`src/rtl/cap_pkg.sv`:
```
// Shared types and geometry for the logic-analyzer capture front end.
package cap_pkg;

    typedef enum logic [1:0] {
        IDLE    = 2'd0,
        ARMED   = 2'd1,
        CAPTURE = 2'd2,
        DONE    = 2'd3
    } cap_state_e;

    localparam int NUM_SLOTS      = 4;
    localparam int WORD_W         = 32;
    localparam int SAMPLE_W       = 8;
    localparam int BYTES_PER_WORD = 4;

endpackage

```
`src/rtl/sample_tick_gen.sv`:
```
// Prescaler for the probe sampling rate: one-cycle tick every PRESCALER clocks,
// restartable from zero through a synchronous clear.
module sample_tick_gen #(
    parameter int PRESCALER = 5
) (
    input  logic clk,
    input  logic rst_n,
    input  logic clr,
    output logic tick
);

    localparam int CNT_W = (PRESCALER > 1) ? $clog2(PRESCALER) : 1;
    localparam logic [CNT_W-1:0] LAST = CNT_W'(PRESCALER - 1);

    logic [CNT_W-1:0] count_reg;

    assign tick = (count_reg == LAST);

    always_ff @(posedge clk or negedge rst_n) begin
        if (!rst_n) begin
            count_reg <= '0;
        end else if (clr || tick) begin
            count_reg <= '0;
        end else begin
            count_reg <= count_reg + 1'b1;
        end
    end

endmodule

```
`src/rtl/capture_packer.sv`:
```
// Logic-analyzer capture: synchronizes the probe bus, waits for a masked trigger,
// packs four samples per word and hands words to four read-strobed slots.
module capture_packer
    import cap_pkg::*;
#(
    parameter int SAMPLE_PRESCALER = 5,
    parameter int CAPTURE_WORDS    = 8
) (
    input  logic                          i_clk,
    input  logic                          i_rst_n,
    input  logic [SAMPLE_W-1:0]           i_probe,
    input  logic                          i_arm,
    input  logic [SAMPLE_W-1:0]           i_trig_mask,
    input  logic [SAMPLE_W-1:0]           i_trig_value,
    input  logic [NUM_SLOTS-1:0]          i_read,
    output logic [NUM_SLOTS*WORD_W-1:0]   o_data,
    output logic [NUM_SLOTS-1:0]          o_available,
    output logic                          o_armed,
    output logic                          o_triggered,
    output logic                          o_done,
    output logic                          o_overrun
);

    localparam int PTR_W   = $clog2(NUM_SLOTS);
    localparam int IDX_W   = $clog2(BYTES_PER_WORD);
    localparam int SHIFT_W = (BYTES_PER_WORD - 1) * SAMPLE_W;

    cap_state_e            state_reg, state_next;
    logic [SAMPLE_W-1:0]   probe_meta_reg, probe_sync_reg;
    logic [SHIFT_W-1:0]    shift_reg;
    logic [IDX_W-1:0]      byte_idx_reg;
    logic [PTR_W-1:0]      ptr_reg;
    logic [15:0]           wcount_reg;
    logic                  overrun_reg;
    logic [NUM_SLOTS-1:0]  avail_vec;

    logic                  tick;
    logic                  arm_accept;
    logic                  trig_match;
    logic                  store;
    logic                  complete;
    logic                  word_write;
    logic                  word_drop;
    logic                  last_word;
    logic [WORD_W-1:0]     word_full;

    sample_tick_gen #(
        .PRESCALER (SAMPLE_PRESCALER)
    ) u_tick (
        .clk   (i_clk),
        .rst_n (i_rst_n),
        .clr   (arm_accept),
        .tick  (tick)
    );

    assign arm_accept = i_arm && (state_reg == IDLE || state_reg == DONE);
    assign trig_match = ((probe_sync_reg ^ i_trig_value) & i_trig_mask) == '0;
    assign store      = tick && ((state_reg == ARMED && trig_match) || state_reg == CAPTURE);
    assign complete   = store && (byte_idx_reg == IDX_W'(BYTES_PER_WORD - 1));
    // The busy test uses the registered flag, so a same-cycle read cannot free the slot.
    assign word_write = complete && !avail_vec[ptr_reg];
    assign word_drop  = complete && avail_vec[ptr_reg];
    assign last_word  = (wcount_reg == 16'(CAPTURE_WORDS - 1));
    assign word_full  = {shift_reg, probe_sync_reg};

    always_ff @(posedge i_clk or negedge i_rst_n) begin
        if (!i_rst_n) begin
            state_reg <= IDLE;
        end else begin
            state_reg <= state_next;
        end
    end

    always_comb begin
        state_next = state_reg;
        case (state_reg)
            IDLE:    if (arm_accept) state_next = ARMED;
            ARMED:   if (store) state_next = CAPTURE;
            CAPTURE: if (word_drop || (word_write && last_word)) state_next = DONE;
            DONE:    if (arm_accept) state_next = ARMED;
        endcase
    end

    always_comb begin
        o_armed     = (state_reg == ARMED);
        o_triggered = (state_reg == CAPTURE);
        o_done      = (state_reg == DONE);
    end

    always_ff @(posedge i_clk or negedge i_rst_n) begin
        if (!i_rst_n) begin
            probe_meta_reg <= '0;
            probe_sync_reg <= '0;
        end else begin
            probe_meta_reg <= i_probe;
            probe_sync_reg <= probe_meta_reg;
        end
    end

    always_ff @(posedge i_clk or negedge i_rst_n) begin
        if (!i_rst_n) begin
            shift_reg    <= '0;
            byte_idx_reg <= '0;
            ptr_reg      <= '0;
            wcount_reg   <= '0;
            overrun_reg  <= 1'b0;
        end else if (arm_accept) begin
            byte_idx_reg <= '0;
            ptr_reg      <= '0;
            wcount_reg   <= '0;
            overrun_reg  <= 1'b0;
        end else begin
            if (store) begin
                shift_reg    <= {shift_reg[SHIFT_W-SAMPLE_W-1:0], probe_sync_reg};
                byte_idx_reg <= complete ? '0 : byte_idx_reg + 1'b1;
            end
            if (word_write) begin
                ptr_reg    <= ptr_reg + 1'b1;
                wcount_reg <= wcount_reg + 1'b1;
            end
            if (word_drop) begin
                overrun_reg <= 1'b1;
            end
        end
    end

    generate
        for (genvar gi = 0; gi < NUM_SLOTS; gi++) begin : g_slot
            logic              avail_reg;
            logic [WORD_W-1:0] word_reg;
            logic              set_slot;

            assign set_slot = word_write && (ptr_reg == PTR_W'(gi));

            // A write and a read on the same edge leave the slot available.
            always_ff @(posedge i_clk or negedge i_rst_n) begin
                if (!i_rst_n) begin
                    avail_reg <= 1'b0;
                    word_reg  <= '0;
                end else if (set_slot) begin
                    avail_reg <= 1'b1;
                    word_reg  <= word_full;
                end else if (i_read[gi]) begin
                    avail_reg <= 1'b0;
                end
            end

            assign avail_vec[gi]                 = avail_reg;
            assign o_data[gi*WORD_W +: WORD_W]   = word_reg;
        end
    endgenerate

    assign o_available = avail_vec;
    assign o_overrun   = overrun_reg;

endmodule

```
`config.mk`:
```
export PLATFORM = sky130hd
export DESIGN_NAME = capture_packer
export DESIGN_NICKNAME = d
export VERILOG_FILES = /design/src/rtl/cap_pkg.sv /design/src/rtl/sample_tick_gen.sv /design/src/rtl/capture_packer.sv
export SDC_FILE = /design/constraint.sdc
export NUM_CORES = 1
export LEC_CHECK = 0
export ABC_AREA = 1
export CORE_MARGIN = 2
export CORE_UTILIZATION = 50
export DETAILED_ROUTE_END_ITERATION = 10
export PLACE_DENSITY_LB_ADDON = 0.15
export RECOVER_POWER = 100
export SLEW_MARGIN = 20
export SYNTH_ARGS = -nofsm -noshare
export SYNTH_HDL_FRONTEND = slang
export SYNTH_SLANG_ARGS = --single-unit
```
`constraint.sdc`:
```
create_clock -name i_clk -period 2.04 [get_ports i_clk]
set_input_delay 0.408 -clock i_clk [delete_from_list [all_inputs] [get_ports i_clk]]
set_output_delay 0.408 -clock i_clk [all_outputs]
set_load 0.02 [all_outputs]
```
==> results by group <==
CTS
  • Worst skew pair latency: 440 ps
  • Root buf cell: clkbuf_16
  • CTS tree: done
  • TritonCTS buffer count: 17
  • Clk sinks: 198
  • Clock-pin slew on the worst setup and hold paths: 80 ps
  • H-tree Lvls: 4
  • Clock Tree Buf Depth: 2

Worst hold path
  • Hold Crit Start: probe_meta_reg[0]
  • WHS Endpoint: probe_sync_reg[0]
  • Hold depth: 0
  • Hold Crit Class: reg -> reg

Yosys
  • Post-synthesis cell area: 0.00787 mm^2
  • Synth cell types: 27
  • Post-synth top area cell: dfrtp_1
  • Register area share after synthesis: 0.629
  • Cells after Synth: 827
  • Syn avg cell area: 9.52 um^2
  • Synth warnings: 0
  • Flops & latches, synth: 198
  • Mapped Nets: 869
  • Yosys top cell area share: 0.629
  • Top cells by area, synth: dfrtp_1 63%, nand2_1 13%, o21ai_0 6.9%

Setup path
  • R2R Path End: g_slot[2].word_reg[18]
  • R2R Setup Slk: -60 ps
  • Reg2reg path depth: 12
  • Worst R2R Start: probe_sync_reg[5]
  • Critical path type: reg -> reg
  • Crit-path max FO: 15
  • CP Capture Type: flip-flop
  • WP data arrival: 2440 ps
  • Critical Path Start Type: flip-flop
  • Required time of the critical path: 2380 ps

STA
  • RSZ-0062 raised after global routing: true
  • Slew @ Worst Pin: 1130 ps
  • Final hold vios: 0
  • Worst setup margin: -56.2 ps
  • F_max: 0.477 GHz
  • Final Max Slew Viols: 0
  • Final worst clock skew: 10.3 ps
  • Tmin final: 2100 ps
  • Slew HR: 0.245
  • Setup Viol. Count Final: 48
  • Period utilisation layout: 1.03

Power and ir drop
  • PwrDens: 806 mW/mm^2
  • Clock power frac: 0.355
  • Leak Pwr: 5.79 nW
  • Net switching power: 2.89 mW
  • Cell internal pwr: 6.28 mW
  • Sequential cell fraction of total power: 0.481
  • Switching fraction of total power: 0.315
  • Combinational power share: 0.163
  • Tot Pwr: 9.17 mW
  • VDD IR max: 582 uV

Route
  • Vias per cell: 5.23
  • DR WL/cell: 18.2 um
  • 1st-iter DRT viols: 476
  • DRC viols: 0
  • Antenna viol nets, final: 0
  • Drt first pass iters: 5
  • Via count: 6,563
  • Routed wire length: 22,800 um

Finish
  • Layout Cells excl Fill: 1,254
  • Max reg flops: 128
  • Area delta synth->final: 44.5%
  • Share of cells above drive strength 1: 0.195
  • # nets final: 1,071

Global routing
  • Tot GR Track Use: 0.231
  • Vias in the first global route: 5,813
  • M3 GR Usage: 0.0471
  • Largest net degree at the start of global routing: 75
  • Global-route wire length before repair: 29,800 um
  • Antenna violations before repair: 1
  • M1 GR Usage: 0.311
  • Total gr overflow: 0
  • Most used routing layer in global routing: met2
  • Met2 GRT Util: 0.388

Floorplan
  • Row cnt: 45
  • Initial Utilization: 0.514
  • Die area: 0.0168 mm^2
  • Die Y-Extent: 129 um
  • Ports: 167
  • Die width: 129 um
  • Floorplan core area: 0.0153 mm^2

Placement
  • Placed insts: 1,195
  • Count of input and output buffers: 166
  • Gp weighted congestion: 0.902
  • Hpwl dp: 13,100 um

Run status
  • Failing checks: negative setup slack
  • Status: complete, but fails checks

Flow run
  • Total of max-cap violations: 0
==> through the flow <==
stage	instance area, um^2	worst slack (ps)	utilization	setup TNS (ps)	hold slack, ps
floorplan	7870	54.8	-	0	112
global placement	9860	-384	0.644	-53590	282
detailed placement	9860	-391	0.644	-59160	278
CTS	10400	1.58	0.681	0	356
global route	11400	-199	0.743	-21670	354
finish	11400	-56.2	0.743	-807	351
==> power groups by stage <==
stage | sequential [mW] | combinational [mW] | clock (mW)
after global routing | 4.45 | 1.68 | 3.45
after floorplan | 4.43 | 0.767 | 0
after detailed placement | 4.47 | 1.38 | 0
after CTS | 4.40 | 1.38 | 3.27
after global placement | 4.46 | 1.36 | 0
final | 4.42 | 1.50 | 3.26
==> cell usage in the layout (no fill, tap or decap), types with 3 or more instances in the layout <==
cell type / Yosys / routed
ha_1: 11 / 11
buf_6: 9 / 10
inv_1: 60 / 60
clkbuf_1: 3 / 4
nor2_1: 32 / 31
nor3_1: 4 / 4
dlygate4sd3_1: 0 / 141
xor2_1: 10 / 10
clkdlybuf4s50_1: 0 / 22
nand2_4: 0 / 22
nand3_1: 26 / 25
nand2_8: 0 / 4
o21ai_0: 108 / 47
buf_12: 0 / 8
clkbuf_16: 0 / 28
inv_6: 0 / 10
o21ai_1: 34 / 65
buf_4: 4 / 16
inv_8: 0 / 3
or2_1: 4 / 4
dfrtp_1: 198 / 198
buf_8: 0 / 4
nand2_2: 5 / 57
nand2_1: 275 / 197
nand4_1: 6 / 6
o21ai_2: 0 / 30
a21oi_1: 4 / 4
==> worst max-delay path: stages, from the launching register on <==
cell	delay, ps
dfrtp_1	420
or2_1	220
nand3_1	70
nand2_1	70
nor2_1	100
nand2_1	60
nand2_2	80
nand2_4	70
nor3_4	200
buf_8	190
nand2_8	110
buf_6	190
o21ai_0	200
==> layout make-up <==
class	instances	area, um^2
inverter	66	287
clock inverter	14	126
timing repair inverter	1	7.51
antenna	1	2.50
clock buffer	18	439
fill	1099	3940
tap	211	264
sequential	198	4950
timing repair buffer	218	2390
multi-input combinational	527	2900
==> worst max-delay path by stage <==
stage	from	end	slack (ps)	cells after the start
after floorplan	state_reg[1]	g_slot[1].word_reg[23]	50	12
after global placement	i_trig_value[6]	wcount_reg[15]	-380	14
after detailed placement	i_trig_value[6]	wcount_reg[8]	-390	14
after CTS	probe_sync_reg[2]	wcount_reg[8]	2	14
after global routing	probe_sync_reg[0]	shift_reg[19]	-200	13
final	probe_sync_reg[5]	g_slot[2].word_reg[18]	-60	12
==> per-layer routing <==
layer	vias up	share of wire	wire length, um
met1	3204	0.41	9460
met2	253	0.49	11200
met5	-	0.00061	14
met3	46	0.063	1440
li1	3058	-	-
met4	2	0.030	694
==> cells by family (layout without fill, tap and decap cells) <==
| logic type | after synthesis | after routing | share of synthesized area |
|---|---|---|---|
| XOR/XNOR | 11 | 11 | 0.0122 |
| multiplexers | 1 | 1 | 0.00127 |
| AO/OA/AOI/OAI | 149 | 149 | 0.0958 |
| flip-flops | 198 | 198 | 0.629 |
| AND/OR/NAND/NOR | 355 | 355 | 0.181 |
| buffers and inverters | 102 | 317 | 0.0629 |
| other | 0 | 1 | 0 |
| adder cells (fa/ha/maj) | 11 | 11 | 0.0175 |
==> synth_stat cells, drive strengths merged <==
| cell type | n |
|---|---|
| inv | 60 |
| o21ai | 142 |
| nand4 | 6 |
| o211ai | 1 |
| nand3 | 26 |
| nand2 | 280 |
| o2111ai | 1 |
| o31ai | 1 |
| xnor2 | 1 |
| clkbuf | 3 |
| or2 | 4 |
| mux2i | 1 |
| clkinv | 6 |
| nor3 | 5 |
| buf | 33 |
| xor2 | 10 |
| dfrtp | 198 |
| nor2 | 32 |
| ha | 11 |
| a21oi | 4 |
| nor4 | 2 |
==> what timing repair did <==
item,CTS,global route
hold buffers,1,0
setup buffers,0,5
endpoints found under the setup margin,2,173
hold endpoints to repair,14,0
gates resized for setup,2,235
gates cloned,0,20
pin swaps,0,11
No activity file was read; power rests on OpenSTA's default activity.
